`config.mk`:
```
export PLATFORM = sky130hd
export DESIGN_NAME = if_pcgen_flat
export DESIGN_NICKNAME = d
export VERILOG_FILES = /design/src/rtl/if_pcgen_if.sv /design/src/rtl/if_pcgen.sv /design/src/flat_wrapper.sv
export SDC_FILE = /design/constraint.sdc
export NUM_CORES = 1
export LEC_CHECK = 0
export CAP_MARGIN = 20
export CORE_ASPECT_RATIO = 1.2
export CORE_MARGIN = 2
export CORE_UTILIZATION = 46
export DETAILED_ROUTE_END_ITERATION = 6
export GPL_TIMING_DRIVEN = 0
export PLACE_DENSITY_LB_ADDON = 0.25
export RECOVER_POWER = 100
export SYNTH_ARGS = -nofsm -noshare
export SYNTH_HDL_FRONTEND = slang
export SYNTH_SLANG_ARGS = --single-unit
```
`constraint.sdc`:
```
create_clock -name clk -period 1.8 [get_ports clk]
set_input_delay 0.27 -clock clk [delete_from_list [all_inputs] [get_ports clk]]
set_output_delay 0.27 -clock clk [all_outputs]
set_load 0.03 [all_outputs]
```
`src/rtl/if_pcgen_if.sv`:
```
// if_pcgen_if: fetch-side bundle between the PC generator and its neighbours.
// master: decode/branch/interrupt side driving controls and observing the fetch address.
// slave : the PC generator itself.
interface if_pcgen_if #(
    parameter int unsigned PC_W = 12
);
    logic            stall;
    logic            inc_half;
    logic            redirect_en;
    logic [PC_W-1:0] redirect_pc;
    logic            int_req;
    logic            isr_ret;
    logic [PC_W-1:0] addr;
    logic            sel_ISR;
    logic            int_ack;
    logic [PC_W-1:0] ret_pc;

    modport master (
        output stall, inc_half, redirect_en, redirect_pc, int_req, isr_ret,
        input  addr, sel_ISR, int_ack, ret_pc
    );

    modport slave (
        input  stall, inc_half, redirect_en, redirect_pc, int_req, isr_ret,
        output addr, sel_ISR, int_ack, ret_pc
    );
endinterface

```
`src/rtl/if_pcgen.sv`:
```
// if_pcgen: instruction-fetch PC generator with single-level interrupt entry/return.
// Optional feature macro: IF_COMPRESSED_EN (halfword-aligned PC, honours inc_half).
// Without it every PC is word aligned and the increment is always 4.
module if_pcgen #(
    parameter int unsigned     PC_W     = 12,
    parameter logic [PC_W-1:0] RESET_PC = '0,
    parameter logic [PC_W-1:0] ISR_BASE = '0
) (
    input logic       clk,
    input logic       rst,
    if_pcgen_if.slave bus
);

    typedef enum logic {
        ST_MAIN = 1'b0,
        ST_ISR  = 1'b1
    } state_t;

`ifdef IF_COMPRESSED_EN
    localparam logic [PC_W-1:0] ALIGN_MASK = ~PC_W'(1);
`else
    localparam logic [PC_W-1:0] ALIGN_MASK = ~PC_W'(3);
`endif

    localparam logic [PC_W-1:0] RESET_PC_A = RESET_PC & ALIGN_MASK;
    localparam logic [PC_W-1:0] ISR_BASE_A = ISR_BASE & ALIGN_MASK;

    state_t          state;
    logic [PC_W-1:0] pc;
    logic [PC_W-1:0] ret_q;
    logic            pending;
    logic            ack_q;

    logic [PC_W-1:0] inc_amt;
    logic [PC_W-1:0] pc_seq;
    logic [PC_W-1:0] redir_tgt;
    logic            take_int;

    // Sequential step size; the decoder's halfword hint only matters in the compressed build.
`ifdef IF_COMPRESSED_EN
    assign inc_amt = bus.inc_half ? PC_W'(2) : PC_W'(4);
`else
    logic unused_inc_half;
    assign unused_inc_half = bus.inc_half;
    assign inc_amt         = PC_W'(4);
`endif

    // Next sequential PC wraps naturally modulo 2^PC_W; redirect target is forced aligned.
    assign pc_seq    = pc + inc_amt;
    assign redir_tgt = bus.redirect_pc & ALIGN_MASK;

    // Entry happens only from the main bank, and only on a non-stalled cycle.
    assign take_int  = (state == ST_MAIN) && pending && !bus.stall;

    // PC / bank state machine, pending-interrupt flag and entry acknowledge.
    always_ff @(posedge clk or posedge rst) begin
        if (rst) begin
            state   <= ST_MAIN;
            pc      <= RESET_PC_A;
            ret_q   <= '0;
            pending <= 1'b0;
            ack_q   <= 1'b0;
        end else begin
            ack_q <= 1'b0;
            // Requests are latched on any cycle and only consumed by an actual entry.
            if (bus.int_req) begin
                pending <= 1'b1;
            end
            case (state)
                ST_MAIN: begin
                    if (take_int) begin
                        ret_q   <= (bus.redirect_en ? redir_tgt : pc_seq) & ALIGN_MASK;
                        pc      <= ISR_BASE_A;
                        state   <= ST_ISR;
                        ack_q   <= 1'b1;
                        pending <= 1'b0;
                    end else if (bus.redirect_en) begin
                        pc <= redir_tgt;
                    end else if (!bus.stall) begin
                        pc <= pc_seq;
                    end
                end
                ST_ISR: begin
                    if (bus.isr_ret) begin
                        pc    <= ret_q;
                        state <= ST_MAIN;
                    end else if (bus.redirect_en) begin
                        pc <= redir_tgt;
                    end else if (!bus.stall) begin
                        pc <= pc_seq;
                    end
                end
                default: begin
                    state <= ST_MAIN;
                    pc    <= RESET_PC_A;
                end
            endcase
        end
    end

    // All outputs come straight from registers.
    assign bus.addr    = pc;
    assign bus.sel_ISR = (state == ST_ISR);
    assign bus.int_ack = ack_q;
    assign bus.ret_pc  = ret_q;

endmodule

```
`src/flat_wrapper.sv`:
```
// flat-port wrapper written by rule: the top's interface ports become plain ports
module if_pcgen_flat 
#(
    parameter int unsigned     PC_W     = 12,
    parameter logic [PC_W-1:0] RESET_PC = '0,
    parameter logic [PC_W-1:0] ISR_BASE = '0
)
  (clk, rst, bus_stall, bus_inc_half, bus_redirect_en, bus_redirect_pc, bus_int_req, bus_isr_ret, bus_addr, bus_sel_ISR, bus_int_ack, bus_ret_pc);
  if_pcgen_if #(.PC_W(PC_W)) bus_i ();
  input logic clk;
  input logic rst;
  input wire logic [$bits(bus_i.stall)-1:0] bus_stall;
  input wire logic [$bits(bus_i.inc_half)-1:0] bus_inc_half;
  input wire logic [$bits(bus_i.redirect_en)-1:0] bus_redirect_en;
  input wire logic [$bits(bus_i.redirect_pc)-1:0] bus_redirect_pc;
  input wire logic [$bits(bus_i.int_req)-1:0] bus_int_req;
  input wire logic [$bits(bus_i.isr_ret)-1:0] bus_isr_ret;
  output wire logic [$bits(bus_i.addr)-1:0] bus_addr;
  output wire logic [$bits(bus_i.sel_ISR)-1:0] bus_sel_ISR;
  output wire logic [$bits(bus_i.int_ack)-1:0] bus_int_ack;
  output wire logic [$bits(bus_i.ret_pc)-1:0] bus_ret_pc;
  assign bus_i.stall = bus_stall;
  assign bus_i.inc_half = bus_inc_half;
  assign bus_i.redirect_en = bus_redirect_en;
  assign bus_i.redirect_pc = bus_redirect_pc;
  assign bus_i.int_req = bus_int_req;
  assign bus_i.isr_ret = bus_isr_ret;
  assign bus_addr = bus_i.addr;
  assign bus_sel_ISR = bus_i.sel_ISR;
  assign bus_int_ack = bus_i.int_ack;
  assign bus_ret_pc = bus_i.ret_pc;
  if_pcgen #(.PC_W(PC_W), .RESET_PC(RESET_PC), .ISR_BASE(ISR_BASE)) u_core (.clk(clk), .rst(rst), .bus(bus_i));
endmodule
```
==> metrics.md, run 1 <==
| Metric | Value |
|---|---|
| Max FO, Critical Path | 3 |
| Detailed route wirelength on metal3 | 204 µm |
| Switching Fraction | 48.2% |
| Pwr Density | 1590 mW/mm² |
| Seq cells post-synth | 25 |
| Predominant post-synthesis flop cell | dfrtp_1 |
| Critical path class | flip-flop to primary output |
| Core area | 0.00303 mm² |
| Crit-path leading delay family | buffers and inverters |
| Clock buffer depth | 2 |
| Cells after Synth | 160 |
| Layout area overhead | 33.2% |
| Crit path capture type | primary output |
| Reg area | 627 µm² |
| FF-to-FF End | u_core.bus.addr[8] |
| Remaining DRCs | 0 |
| Starting Density | 47.7% |
| Drt first pass iters | 4 |
| Vias | 1365 |
| First-pass GRT wire length | 5990 µm |
| Worst EP required | 1.53 ns |
| Final Max Tran Viols | 0 |
| Leak | 0.790 nW |
| Crit path buffers/inverters | 1 |
| Clk_skew | 0.00725 ns |
| Syn_area_per_cell | 9.03 µm² |
| TritonCTS clock tree | done |
| Worst Setup EP | bus_ret_pc[5] |
| Initial antenna violation count | 0 |
| Share of cells above drive strength 1 | 9.27% |
| Mapped Area | 0.00145 mm² |
| Fillers | 269 |
| Area taken by multi-input logic gates | 764 µm² |
| Worst r2r path cells | 5 |
| Flop2flop setup slack | 0.13 ns |
| Inserted Clock Buffers | 3 |
| WL final | 3590 µm |
| Total of max-cap violations | 0 |
| DR vias/cell | 5.66 |
| Clock Sinks | 25 |
| WL met1 | 1460 µm |
| Uppermost layer routed | met4 |
| Crit-path slowest cell | dlygate4sd3_1 |
| Worst EP arrival | 1.45 ns |
| Net Switching | 1.47 mW |
| Cells along the critical path | dlygate4sd3_1 |
| Rel. slew slack | 62.2% |
| Reg clk slew, reported paths | 0.13 ns |
| Fmax | 0.581 GHz |
| Stages on worst setup path | 1 |
| Clock Power Share | 8.5% |
| Worst hold path type | input pin to asynchronous set/reset pin |
| Initial DRC Count | 32 |
| H-tree depth | 1 |
| CTS Root Cell | clkbuf_4 |
| GRT overflow | 0 |
| Crit start category | flip-flop |
| Die height | 65.4 µm |
| DIE AREA | 0.00361 mm² |
| Post-synth EDFFs | 0 |
| Final Cycle Share | 95.5% |
| Slowest cell delay on critical path | 0.75 ns |
| Hpwl dp | 2650 µm |
| Sequential-to-total area share from yosys stat | 43.3% |
| Worst r2r src | u_core.bus.addr[3] |
| Yosys cell types | 42 |
| Routability Congestion | 0.838 |
| Largest net degree at the start of global routing | 26 |
| Die X | 55.2 µm |
| Final Instance Area | 0.00193 mm² |
| Fraction of registers with async set or reset after synthesis | 100% |
| Cell-internal power | 1.58 mW |
| Met2 WL | 1820 µm |
| Hold WS | 0.301 ns |
| Flop pwr share | 35.0% |
| Io pins | 45 |
| WL/cell | 14.9 µm |
| Clock latency on the worst-skew pair | 0.33 ns |
| GRT Total Usage | 22.9% |
| Standard-cell row count | 22 |
| Diode count | 0 |
| Critical Path Start | u_core.bus.ret_pc[5] |
| Combinational power share | 56.5% |
| Total Power | 3.06 mW |
| Min Tclk post-route | 1.72 ns |
| Routed Antenna Nets | 0 |
| Area after DPL | 0.00189 mm² |
| Worst slew pin tran | 0.564 ns |
| Setup violations, final | 0 |
| RSZ-0062 raised after global routing | no |
| Vias in the first global route | 1346 |
| Port bufs | 39 |
| Post-CTS Setup Bufs | 0 |
| Setup ws final | 0.0803 ns |
| Worst slack, placed | -0.223 ns |
| # nets final | 226 |
| Core Util, Final | 63.6% |
| IR drop worst, VDD | 1.13 mV |
| Status | completed |
| Yosys warnings | 0 |
| Final Hold Viols | 0 |
==> power groups by stage <==
stage,sequential [mW],clock (mW),combinational (mW)
floorplan,1.48,0,0.704
global placement,1.06,0,1.77
detailed placement,1.08,0,1.79
CTS,1.06,0.261,1.78
global route,1.11,0.289,1.88
finish,1.07,0.258,1.73
==> synth_stat cells, drive strengths merged (2+ instances only) <==
cell type	count	area, µm²
dfrtp	25	626
nand2	18	70.1
nor2	12	45.0
o21ai	11	55.1
xnor2	11	96.3
a21oi	10	50.1
buf	9	48.8
nor3	6	30.0
nor2b	5	31.3
and3	4	25.0
nand2b	4	25.0
nand3	4	20.0
nand4	4	31.3
nor4	4	37.5
o31ai	4	30.0
xor2	4	35.0
inv	3	11.3
a22o	2	17.5
a31oi	2	12.5
clkbuf	2	7.51
o31a	2	17.5
==> state kept, by name (all words and copies together) (netlist names) <==
register,flops
u_core.bus.sel_ISR,1
u_core.bus.addr,12
u_core.bus.ret_pc,10
u_core.pending,1
u_core.bus.int_ack,1
==> worst min-delay path by stage <==
stage | end | cells after the start | slack (ns) | start
after CTS | u_core.bus.addr[7] | 2 | 0.49 | rst
after floorplan | u_core.bus.addr[0] | 1 | 0.30 | rst
after global placement | u_core.bus.addr[4] | 2 | 0.48 | u_core.bus.ret_pc[4]
after global routing | u_core.pending | 2 | 0.30 | rst
final | u_core.pending | 2 | 0.30 | rst
after detailed placement | u_core.pending | 2 | 0.49 | u_core.pending
==> layout by cell type, fill, tap and decap left out, types with 3 or more instances in the layout <==
master and instances:
clkdlybuf4s50_1 25, dfrtp_1 24, nand2_1 17, nor2_1 12
xnor2_1 11, a21oi_1 10, clkbuf_1 9, o21ai_0 8
dlygate4sd3_1 7, nor3_1 6, nor2b_1 5, o31ai_1 4
nand3_1 4, xor2_1 4, nand2b_1 4, and3_1 4
dlygate4sd2_1 4, buf_2 3, nand4_1 3, o21ai_1 3
clkbuf_4 3
==> per-layer routing <==
layer / global-route usage, % / up-vias
met5: 0 / -
met4: 11.0 / 0
met3: 4.32 / 10
met2: 37.4 / 46
met1: 28.1 / 654
li1: - / 655
==> metrics by stage <==
step / instances / setup TNS, ns
final: 241 / 0
after global routing: 241 / 0
after CTS: 240 / 0
after detailed placement: 236 / -0.833
after global placement: 236 / -0.681
after floorplan: 161 / 0
==> cell families (layout without fill, tap and decap cells) <==
logic type / Yosys count / after routing / synth area share, %
simple gates: 65 / 65 / 24.3
compound gates: 37 / 37 / 16.5
flops: 25 / 25 / 43.3
xor+xnor: 15 / 15 / 9.09
buf+inv: 15 / 59 / 4.93
fa+ha+maj: 1 / 1 / 0.866
other cells: 1 / 2 / 0.259
mux: 1 / 1 / 0.693
==> repair_timing <==
item | CTS | global route
pin swaps | 0 | 0
gates cloned | 0 | 0
setup endpoints to repair | 4 | 5
resized for setup | 5 | 5
hold buffers | 0 | 0
==> area by class of cell <==
| type | instances | area share, % |
|---|---|---|
| plain buffers | 11 | 2.79 |
| clock buffers | 4 | 1.36 |
| inverters | 4 | 0.780 |
| multi-input cells | 121 | 39.7 |
| flip-flops and latches | 25 | 32.6 |
| well taps | 36 | 2.34 |
| repair buffers | 40 | 20.5 |
(Power assumes the default switching activity.)
==> run 2: changes to the inputs <==
==> constraint.sdc (replaced) <==
create_clock -name clk -period 1.7 [get_ports clk]
set_input_delay 0.255 -clock clk [delete_from_list [all_inputs] [get_ports clk]]
set_output_delay 0.255 -clock clk [all_outputs]
set_load 0.03 [all_outputs]
==> run 2 against run 1 <==
  * Sequential share of layout area is 0.41 points higher
  * Clock-buffer cell count stayed put
  * Combinational power is 7% higher
  * Final cell count is 1.2% higher
  * Sequential cell count stayed put
  * Global-route usage is 0.85 points higher
==> metrics.md, run 2 (synthesis results as in run 1) <==
| Metric | Value |
|---|---|
| Status | completed |
| Core area | 0.00303 mm² |
| Fmax | 0.601 GHz |
| Rel. slew slack | 44.5% |
| Worst EP arrival | 1.41 ns |
| Flop2flop setup slack | 0.06 ns |
| WL final | 3860 µm |
| Worst EP required | 1.44 ns |
| Fillers | 293 |
| Worst slew pin tran | 0.831 ns |
| Inserted Clock Buffers | 3 |
| Leak | 0.800 nW |
| Core Util, Final | 62.9% |
| Largest net degree at the start of global routing | 26 |
| Leading cell types in the layout, fill and taps excluded | clkdlybuf4s50_1, dfrtp_1, nand2_1, nor2_1, xnor2_1 |
| Final Cycle Share | 97.8% |
| Cells along the critical path | clkdlybuf4s50_1 |
| Number of flip-flops in the largest register | 12 |
| Min Tclk post-route | 1.66 ns |
| Final Hold Viols | 0 |
| Crit path buffers/inverters | 1 |
| Commonest non-fill, non-tap cell in the layout | clkdlybuf4s50_1 |
| Worst r2r path cells | 4 |
| Routability Congestion | 0.869 |
| DR vias/cell | 5.70 |
| Vias | 1391 |
| Vias in the first global route | 1384 |
| Diode count | 0 |
| Clock Sinks | 25 |
| Remaining DRCs | 0 |
| IR drop worst, VDD | 0.867 mV |
| Crit path capture type | primary output |
| Initial antenna violation count | 0 |
| Max FO, Critical Path | 3 |
| Reg clk slew, reported paths | 0.14 ns |
| Worst hold path type | input pin to asynchronous set/reset pin |
| Standard-cell row count | 22 |
| Routed Antenna Nets | 0 |
| Initial DRC Count | 35 |
| Pwr Density | 1700 mW/mm² |
| First-pass GRT wire length | 6420 µm |
| Io pins | 45 |
| # nets final | 229 |
| Final Max Tran Viols | 0 |
| GRT Total Usage | 23.7% |
| WL/cell | 15.8 µm |
| Die X | 55.2 µm |
| GRT overflow | 0 |
| Total of max-cap violations | 0 |
| Stages on worst setup path | 1 |
| Drt first pass iters | 4 |
| Layout area overhead | 31.9% |
| Share of cells above drive strength 1 | 11.5% |
| Clk_skew | 0.00927 ns |
| Crit-path leading delay family | buffers and inverters |
| Final TNS setup | 0 ns |
| Crit start category | flip-flop |
| RSZ-0062 raised after global routing | no |
| Clock buffer depth | 2 |
| Clock latency on the worst-skew pair | 0.32 ns |
| FF-to-FF End | u_core.bus.addr[7] |
| CTS Root Cell | clkbuf_4 |
| TritonCTS clock tree | done |
| Critical path class | flip-flop to primary output |
| Setup violations, final | 0 |
| Hpwl dp | 2750 µm |
| Slowest cell delay on critical path | 0.68 ns |
| Crit-path slowest cell | clkdlybuf4s50_1 |
| Die height | 65.4 µm |
| Port bufs | 39 |
| DIE AREA | 0.00361 mm² |
| Worst r2r src | u_core.bus.sel_ISR |
| H-tree depth | 1 |
| Starting Density | 47.7% |
==> run 2: area by class of cell <==
cell class | instances | area (µm²) | area share [%]
Buffer | 11 | 56.3 | 2.95
Clock buffer | 4 | 26.3 | 1.38
Inverter | 4 | 15.0 | 0.788
Multi-Input combinational cell | 121 | 757 | 39.7
Sequential cell | 25 | 628 | 33.0
Tap cell | 36 | 45.0 | 2.36
Timing Repair Buffer | 43 | 378 | 19.8
==> run 2: metal layers <==
metal  vias up  track usage [%]  wire, µm
met3         6             2.27       198
li1        656                -         -
met1       672             31.5      1670
met2        57             38.7      1920
met5         -                0         0
met4         0             9.45        71
==> run 2: metrics by stage <==
| stage | power, mW | setup slack [ns] | hold WS, ns | std cells | area, µm² |
|---|---|---|---|---|---|
| after global placement | 3.01 | -0.288 | 0.483 | 236 | 1890 |
| after floorplan | 2.31 | 0.0247 | 0.282 | 161 | 1450 |
| after global routing | 3.46 | 0.00142 | 0.316 | 244 | 1910 |
| after detailed placement | 3.05 | -0.445 | 0.493 | 236 | 1890 |
| after CTS | 3.30 | 0.0252 | 0.476 | 242 | 1920 |
| final | 3.23 | 0.0366 | 0.298 | 244 | 1910 |
==> run 2: power breakdown <==
part	internal, mW	switching (mW)	leakage (nW)
combinational	0.708	1.14	0.481
sequential	0.843	0.268	0.304
clock	0.0917	0.182	0.0150
==> run 2: worst max-delay path by stage <==
stage | from | end
final | u_core.bus.ret_pc[10] | bus_ret_pc[10]
after global routing | u_core.bus.ret_pc[10] | bus_ret_pc[10]
after CTS | u_core.bus.addr[3] | u_core.bus.addr[8]
after detailed placement | bus_redirect_en | u_core.bus.addr[7]
after global placement | bus_redirect_en | u_core.bus.addr[7]
after floorplan | u_core.bus.addr[2] | u_core.bus.addr[8]
==> run 2: repair_timing <==
item / 4_1_cts / 5_1_grt
gates resized for setup: 10 / 7
setup endpoints to repair: 11 / 8
cloned: 0 / 0
hold buffers: 0 / 0
setup buffers: 2 / 1
==> run 3: changes to the inputs <==
--- a/config.mk
+++ b/config.mk
@@ -8,7 +8,7 @@
 export CAP_MARGIN = 20
 export CORE_ASPECT_RATIO = 1.2
 export CORE_MARGIN = 2
-export CORE_UTILIZATION = 46
+export CORE_UTILIZATION = 50
 export DETAILED_ROUTE_END_ITERATION = 6
 export GPL_TIMING_DRIVEN = 0
 export PLACE_DENSITY_LB_ADDON = 0.25
==> constraint.sdc (replaced) <==
create_clock -name clk -period 2 [get_ports clk]
set_input_delay 0.3 -clock clk [delete_from_list [all_inputs] [get_ports clk]]
set_output_delay 0.3 -clock clk [all_outputs]
set_load 0.03 [all_outputs]
==> run 3 against run 2 <==
  * Global-route usage up 1.2 points
  * Largest power group unchanged
  * Clock-buffer cell count down 1
  * Die area down 7.5%
  * Sequential share of layout area down 0.066 points
  * Final cell count down 2.0%
  * Utilization up 5.4 points
  * Clock power down 12%
==> metrics.md, run 3 (synthesis results as in run 1) <==
| Metric | Value |
|---|---|
| Status | completed |
| Share of cells above drive strength 1 | 6.34% |
| Commonest non-fill, non-tap cell in the layout | dfrtp_1 |
| Final Hold Viols | 0 |
| RSZ-0062 raised after global routing | no |
| Total of max-cap violations | 0 |
| Hpwl dp | 2760 µm |
| Min Tclk post-route | 1.93 ns |
| WL final | 3770 µm |
| Drt first pass iters | 4 |
| FF-to-FF End | u_core.bus.addr[8] |
| GRT overflow | 0 |
| Pwr Density | 1440 mW/mm² |
| H-tree depth | 1 |
| Clk_skew | 0.00194 ns |
| WL/cell | 15.8 µm |
| Rel. slew slack | 21.3% |
| Most used routing layer | met2 |
| Crit path buffers/inverters | 1 |
| Leak | 0.791 nW |
| Final Cycle Share | 96.6% |
| Largest net degree at the start of global routing | 26 |
| IR drop worst, VDD | 0.770 mV |
| Io pins | 45 |
| Initial DRC Count | 57 |
| Vias in the first global route | 1390 |
| Diode count | 0 |
| Slowest cell delay on critical path | 0.74 ns |
| Flop2flop setup slack | 0.07 ns |
| Vias | 1373 |
| Final Max Tran Viols | 0 |
| First-pass GRT wire length | 6260 µm |
| Crit start category | flip-flop |
| GRT Total Usage | 24.9% |
| Max FO, Critical Path | 8 |
| Die X | 53.1 µm |
| Remaining DRCs | 0 |
| Starting Density | 51.9% |
| Routability Congestion | 0.856 |
| Layout area overhead | 31.6% |
| Core area | 0.00279 mm² |
| Worst slew pin tran | 1.18 ns |
| Post-cts sizing count | 0 |
| Number of flip-flops in the largest register | 12 |
| CTS Root Cell | clkbuf_4 |
| Clock buffer depth | 2 |
| Cells along the critical path | clkdlybuf4s50_1 |
| Clock latency on the worst-skew pair | 0.33 ns |
| Hold WS | 0.281 ns |
| DIE AREA | 0.00334 mm² |
| DR vias/cell | 5.74 |
| Crit path capture type | primary output |
| Initial antenna violation count | 0 |
| Setup violations, final | 0 |
| # nets final | 226 |
| Post-CTS Setup Bufs | 0 |
| Critical path class | flip-flop to primary output |
| Leading cell types in the layout, fill and taps excluded | dfrtp_1, dlygate4sd3_1, nand2_1, clkdlybuf4s50_1, nor2_1 |
| Worst EP arrival | 1.63 ns |
| Core Util, Final | 68.3% |
| Standard-cell row count | 21 |
| Die height | 62.9 µm |
| Worst r2r path cells | 5 |
| Met2 usage | 40.8% |
| Crit-path slowest cell | clkdlybuf4s50_1 |
| Reg clk slew, reported paths | 0.14 ns |
| Crit-path leading delay family | buffers and inverters |
| Port bufs | 39 |
| TritonCTS clock tree | done |
| Routed Antenna Nets | 0 |
| Worst EP required | 1.70 ns |
| Hold_buf cts | 0 |
| Clock Sinks | 25 |
| GR Layer Usage met1 | 33.0% |
| Fmax | 0.518 GHz |
| Met3 usage | 3.11% |
| Worst r2r src | u_core.bus.addr[2] |
| Worst hold path type | input pin to asynchronous set/reset pin |
| Inserted Clock Buffers | 3 |
==> run 3: cell count changes in the layout (fill, tap and decap cells not counted), sizes merged, moves of 4 or more <==
cell / previous run / this run
clkdlybuf4s50: 24 / 17
dlygate4sd3: 1 / 22
buf: 9 / 5
clkbuf: 15 / 10
dlygate4sd2: 8 / 0
==> run 3: worst max path at each step <==
stage	startpoint	endpoint	slack (ns)	cells after the start
5_1_grt	u_core.bus.addr[2]	u_core.bus.addr[10]	0.01	5
4_1_cts	u_core.bus.addr[2]	bus_addr[2]	0.07	1
6_report	u_core.bus.addr[2]	bus_addr[2]	0.07	1
2_1_floorplan	u_core.bus.addr[2]	u_core.bus.addr[8]	0.19	5
3_5_place_dp	bus_redirect_en	u_core.bus.addr[8]	-0.05	5
3_3_place_gp	bus_redirect_en	u_core.bus.addr[8]	-0.02	5
==> run 3: routing by layer <==
layer	up-vias	wire length [µm]
met1	667	1570
met3	7	221
met2	48	1910
met5	-	0
met4	0	68
li1	651	-
==> run 3: metrics by stage <==
| step | setup slack, ns | setup TNS (ns) | instance area [µm²] | cells | power (mW) |
|---|---|---|---|---|---|
| global route | 0.0117 | 0 | 1900 | 239 | 2.92 |
| global placement | -0.0237 | -0.0449 | 1880 | 234 | 2.54 |
| floorplan | 0.190 | 0 | 1450 | 161 | 1.96 |
| finish | 0.0689 | 0 | 1900 | 239 | 2.74 |
| CTS | 0.0736 | 0 | 1910 | 238 | 2.84 |
| detailed placement | -0.0475 | -0.0889 | 1880 | 234 | 2.59 |
==> run 3: layout make-up <==
class | instances | area, µm²
fill | 250 | 883
multi-input combinational | 121 | 746
sequential | 25 | 626
timing repair buffer | 40 | 394
buffer | 11 | 51.3
tap | 34 | 42.5
clock buffer | 3 | 22.5
inverter | 4 | 15.0
clock inverter | 1 | 5.00
==> run 3: power breakdown <==
part / switching [mW] / leakage [nW] / internal (mW)
sequential: 0.241 / 0.307 / 0.712
combinational: 0.935 / 0.466 / 0.616
clock: 0.165 / 0.0177 / 0.0752
total: 1.34 / 0.791 / 1.40
==> variant 1 (config.mk and constraints of run 2) <==
`PC_W` is set to 12 in 3 places; all go to 6.
--- a/src/rtl/if_pcgen_if.sv
+++ b/src/rtl/if_pcgen_if.sv
@@ -4,3 +4,3 @@
 interface if_pcgen_if #(
-    parameter int unsigned PC_W = 12
+    parameter int unsigned PC_W = 6
 );
--- a/src/rtl/if_pcgen.sv
+++ b/src/rtl/if_pcgen.sv
@@ -4,3 +4,3 @@
 module if_pcgen #(
-    parameter int unsigned     PC_W     = 12,
+    parameter int unsigned     PC_W     = 6,
     parameter logic [PC_W-1:0] RESET_PC = '0,
--- a/src/flat_wrapper.sv
+++ b/src/flat_wrapper.sv
@@ -3,3 +3,3 @@
 #(
-    parameter int unsigned     PC_W     = 12,
+    parameter int unsigned     PC_W     = 6,
     parameter logic [PC_W-1:0] RESET_PC = '0,
Ports: changed (resized bus_addr, bus_redirect_pc and bus_ret_pc); port bits go from 45 to 27. The function was not compared with the original's and may differ.
==> variant 1 against run 2 <==
- fmax increased by 0.71%
- synthesized cell count decreased by 57%
- global-route usage decreased by 4.6 points
- power decreased by 53%
- setup slack improved by 0.012 ns
- highest routed layer unchanged
- cell area decreased by 52%
- sequential power decreased by 50%
- critical endpoint is now bus_addr[3]
- routed wire length decreased by 64%
- sequential cell count decreased by 12
- area after synthesis decreased by 54%
==> variant 1: results (changes against run 2) <==
Synth
  – Synth top area cells: dfrtp_1, nand2_1, xor2_1
  – Mux cell area share after synthesis: 0.0523 (+0.0454)
  – Compound-Gate Fraction of Synth Area: 0.123 (-0.0420)
  – Sequential fraction of the synthesis area: 0.486 (+0.0531)
  – Yosys cell types: 25 (-40%)
  – Most frequent cells after synthesis: dfrtp_1, nand2_1, nor2_1, a21oi_1, nand3_1
  – Area share of fa/ha/maj cells after synthesis: 0.0187 (+0.0100)
  – Synthesized area per cell: 9.84 µm² (+9.0%)
  – Post-synthesis xor/xnor area fraction: 0.0654 (-0.0255)

Finish
  – Final core area utilization: 0.645 (+0.0160)
  – Ant diodes: 0 (unchanged)
  – Max reg flops: 6 (-6)
  – Layout cells sized above 1: 0.117 (+0.00164)
  – Layout fillers: 132 (-55%)
  – Filler-free cell count of the finished design: 111 (-55%)

Global routing
  – Initial antenna violation count: 0 (unchanged)
  – GRT Overall Usage: 0.191 (-0.0461)
  – Largest net degree at the start of global routing: 14 (-46%)
  – Global-route wire length before repair: 2.35 mm (-63%)

Run status
  – Outcome: finished, final reports clean

STA
  – Clk_skew: 0.00397 ns (-0.00531 ns)
  – Hold_ws: 0.428 ns (+0.130 ns)
  – Headroom to the max-slew limit: 0.663 (+0.217)

Worst hold path
  – Hold crit path type: in2async

Worst setup path
  – Max Fanout on Critical Path: 5 (+2)
  – CP max stage delay: 0.70 ns (+0.02 ns)
  – Reg2reg setup slack: 0.27 ns (+0.21 ns)
  – R2r startpoint: u_core.bus.sel_ISR
  – Worst R2R End: u_core.bus.ret_pc[2]

Place
  – GP Congestion: 0.777 (-11%)
  – Post-place setup slack: 0.0917 ns (+0.537 ns)
  – Placed Area: 905 µm² (-52%)
  – DP HPWL: 1.04 mm (-62%)
  – IO Port Bufs: 21 (-46%)

CTS
  – Clock transition at path regs: 0.09 ns (-0.05 ns)
  – CTS Buf Count: 3 (unchanged)
  – Worst-Skew Late Latency: 0.28 ns (-0.04 ns)

Drt
  – DR pass1 iterations: 4 (unchanged)
  – Initial drt markers: 11 (-69%)
  – Total wire length: 1.41 mm (-64%)
  – Vias: 564 (-59%)
  – ANT nets after route: 0 (unchanged)

Power and ir drop
  – Leak: 0.440 nW (-45%)
  – P_sw: 0.683 mW (-57%)
  – Worst vdd ir: 1000 µV (+16%)
[variant 1: kinds of logic after synthesis]
family / Yosys count
AND/OR/NAND/NOR: 25
AO/OA/AOI/OAI: 13
flip-flops: 13
buffers and inverters: 7
XOR/XNOR: 5
multiplexers: 3
adder cells (fa/ha/maj): 1
other: 1
[variant 1: layout make-up]
class | count | area share
Multi-Input combinational cell | 49 | 0.325
Timing Repair Buffer | 21 | 0.222
Clock inverter | 1 | 0.00551
Buffer | 3 | 0.0220
Clock buffer | 3 | 0.0248
Sequential cell | 13 | 0.358
Inverter | 4 | 0.0193
Tap cell | 17 | 0.0234
[variant 1: per-layer routing]
metal | global-route usage | part of all wire
met1 | 0.220 | 0.44
met2 | 0.340 | 0.51
met3 | 0.0294 | 0.041
met4 | 0.0828 | 0.014
met5 | 0 | 0
[variant 1: timing repair]
item,4_1_cts,5_1_grt
hold buffers,0,0
setup endpoints to repair,2,1
resized for setup,2,1
setup buffers,0,0
[variant 1: worst max-delay path by stage]
stage | start | end | slack [ns] | cells after the start
final | u_core.bus.addr[3] | bus_addr[3] | 0.05 | 1
after global routing | u_core.bus.addr[3] | bus_addr[3] | 0.01 | 1
after CTS | u_core.bus.addr[4] | bus_addr[4] | 0.02 | 1
after detailed placement | bus_stall | u_core.bus.ret_pc[2] | 0.09 | 5
after global placement | bus_stall | u_core.bus.ret_pc[2] | 0.09 | 5
after floorplan | u_core.bus.addr[2] | u_core.bus.addr[4] | 0.35 | 5
[variant 1: power by group through the flow]
stage	sequential [mW]	clock, mW	combinational (mW)
finish	0.558	0.198	0.754
global route	0.575	0.210	0.823
global placement	0.564	0	0.804
CTS	0.564	0.202	0.803
floorplan	0.761	0	0.305
detailed placement	0.572	0	0.811
==> variant 2 (config.mk and constraints of run 2) <==
Made on the original files. Reset style: synchronous (`rst`), changed in one clocked block.
--- a/src/rtl/if_pcgen.sv
+++ b/src/rtl/if_pcgen.sv
@@ -55,3 +55,3 @@
     // PC / bank state machine, pending-interrupt flag and entry acknowledge.
-    always_ff @(posedge clk or posedge rst) begin
+    always_ff @(posedge clk) begin
         if (rst) begin
Formal check against the unedited RTL: differs if rst is asserted again (counterexample within 4 cycles, from zero or initial values and one cycle with rst high); with rst held inactive, the same outputs for 10 cycles.
==> variant 2 against run 2 <==
- cell area shrank 5.9%
- highest routed layer unchanged
- routed wire length down 1.7%
- area after synthesis shrank 5.6%
- critical path type unchanged
- largest cell class unchanged
- critical path depth did not move
- sequential cell count is the same
- setup slack better by 0.015 ns
Power is not compared: it rests on default switching activity, and its combinational part moved more than twofold at a synthesized area within 25%.
==> variant 2: results (changes against run 2) <==
STA
  – Clk_skew: 0.00121 ns (-0.00806 ns)
  – Slew @ Worst Pin: 0.757 ns (-0.0735 ns)

Worst setup path
  – Worst r2r path cells: 4 (unchanged)
  – Worst EP arrival: 1.39 ns (-0.02 ns)
  – Delay-heaviest family, CP: buffers and inverters
  – Slowest cell on crit path: clkdlybuf4s50_1
  – Max Fanout on Critical Path: 3 (unchanged)
  – CP max stage delay: 0.68 ns (about the same)
  – CP Launch Point: u_core.bus.ret_pc[7]
  – Crit path capture: bus_ret_pc[7]
  – Reg2reg setup slack: 0.14 ns (+0.08 ns)
  – Worst R2R End: u_core.bus.addr[7]
  – R2r startpoint: u_core.bus.sel_ISR

Global routing
  – GRT Overall Usage: 0.246 (+0.00837)
  – Largest net degree at the start of global routing: 15 (-42%)
  – Global-route wire length before repair: 6.26 mm (-2.5%)
  – Initial antenna violation count: 0 (unchanged)

Synth
  – Most frequent cells after synthesis: dfxtp_1, nand2_1, nor3_1, a21oi_1
  – Primary FF master, synth: dfxtp_1
  – Sequential fraction of the synthesis area: 0.367 (-0.0659)
  – Post-synth ARST share: 0 (-1.00)
  – Yosys cell types: 38 (-9.5%)
  – Synthesized instance count: 162 (+1.3%)
  – Ys Warns: 0 (unchanged)
  – Synth top area cells: dfxtp_1, nand2_1, xnor2_1

Finish
  – Layout fillers: 255 (-13%)
  – Fin nets: 225 (-1.7%)
  – Ant diodes: 0 (unchanged)
  – Layout cells sized above 1: 0.0980 (-0.0173)
  – Max reg flops: 12 (unchanged)

Worst hold path
  – Worst Hold Depth: 2
  – Hold crit path type: in2reg
  – Min-delay src: rst
  – Hold EP: u_core.bus.ret_pc[4]

CTS
  – Post-CTS Setup Bufs: 0 (-2)
  – Clock transition at path regs: 0.14 ns (about the same)
  – Root Driver: clkbuf_4
  – Worst-Skew Late Latency: 0.32 ns (about the same)
  – Htree depth: 1 (unchanged)
  – CTS Buf Count: 3 (unchanged)
  – CTS max path bufs: 2 (unchanged)

Place
  – GP Congestion: 0.873 (+0.49%)
  – IO Port Bufs: 37 (-5.1%)
  – DP HPWL: 2.74 mm (-0.41%)

Drt
  – DR pass1 iterations: 4 (unchanged)
  – Initial drt markers: 43 (+23%)
  – Vias: 1371 (-1.4%)
  – Wire length per cell: 16.0 µm (+0.82%)

Power and ir drop
  – Leak: 0.661 nW
  – Worst vdd ir: 561 µV

Run status
  – Outcome: finished, final reports clean
[variant 2: logic make-up after synthesis]
logic type               Yosys count  share of synthesized area
AO/OA/AOI/OAI                     46                      0.244
XOR/XNOR                          10                     0.0642
adder cells (fa/ha/maj)            1                    0.00917
buffers and inverters             15                     0.0615
flip-flops                        25                      0.367
multiplexers                       1                    0.00734
other                              1                    0.00275
AND/OR/NAND/NOR                   63                      0.244
[variant 2: metal layers]
layer / share of wire / vias up / GRT usage
met5: 0 / - / 0
met4: 0.017 / 0 / 0.0897
met3: 0.052 / 8 / 0.0332
met2: 0.53 / 42 / 0.425
met1: 0.40 / 653 / 0.295
li1: - / 668 / -
[variant 2: per-stage QoR]
stage / cell area (µm²) / std cells / hold WS [ns] / setup slack, ns
6_report: 1790 / 238 / 0.309 / 0.0519
5_1_grt: 1790 / 238 / 0.340 / -0.00887
3_5_place_dp: 1780 / 234 / 0.457 / -0.226
3_3_place_gp: 1780 / 234 / 0.447 / -0.187
4_1_cts: 1800 / 238 / 0.297 / 0.000588
2_1_floorplan: 1370 / 163 / 0.411 / 0.0219
[variant 2: repair_timing]
action	in CTS	in global routing
resized for setup	8	5
endpoints found under the setup margin	8	5
pin swaps	0	0
[variant 2: where the power goes]
group          internal, mW  switching (mW)  total [mW]
Combinational         0.135           0.189       0.323
Clock                0.0881           0.187       0.275
Sequential            0.621          0.0416       0.662
Total                 0.843           0.417        1.26
[variant 2: final cells by class]
type / count / area, µm² / share of cell area
multi-input combinational: 123 / 788 / 0.440
sequential: 25 / 503 / 0.281
timing repair buffer: 37 / 348 / 0.194
buffer: 13 / 76.3 / 0.0426
tap: 34 / 42.5 / 0.0237
clock buffer: 3 / 22.5 / 0.0126
inverter: 2 / 7.51 / 0.00419
clock inverter: 1 / 5.00 / 0.00279
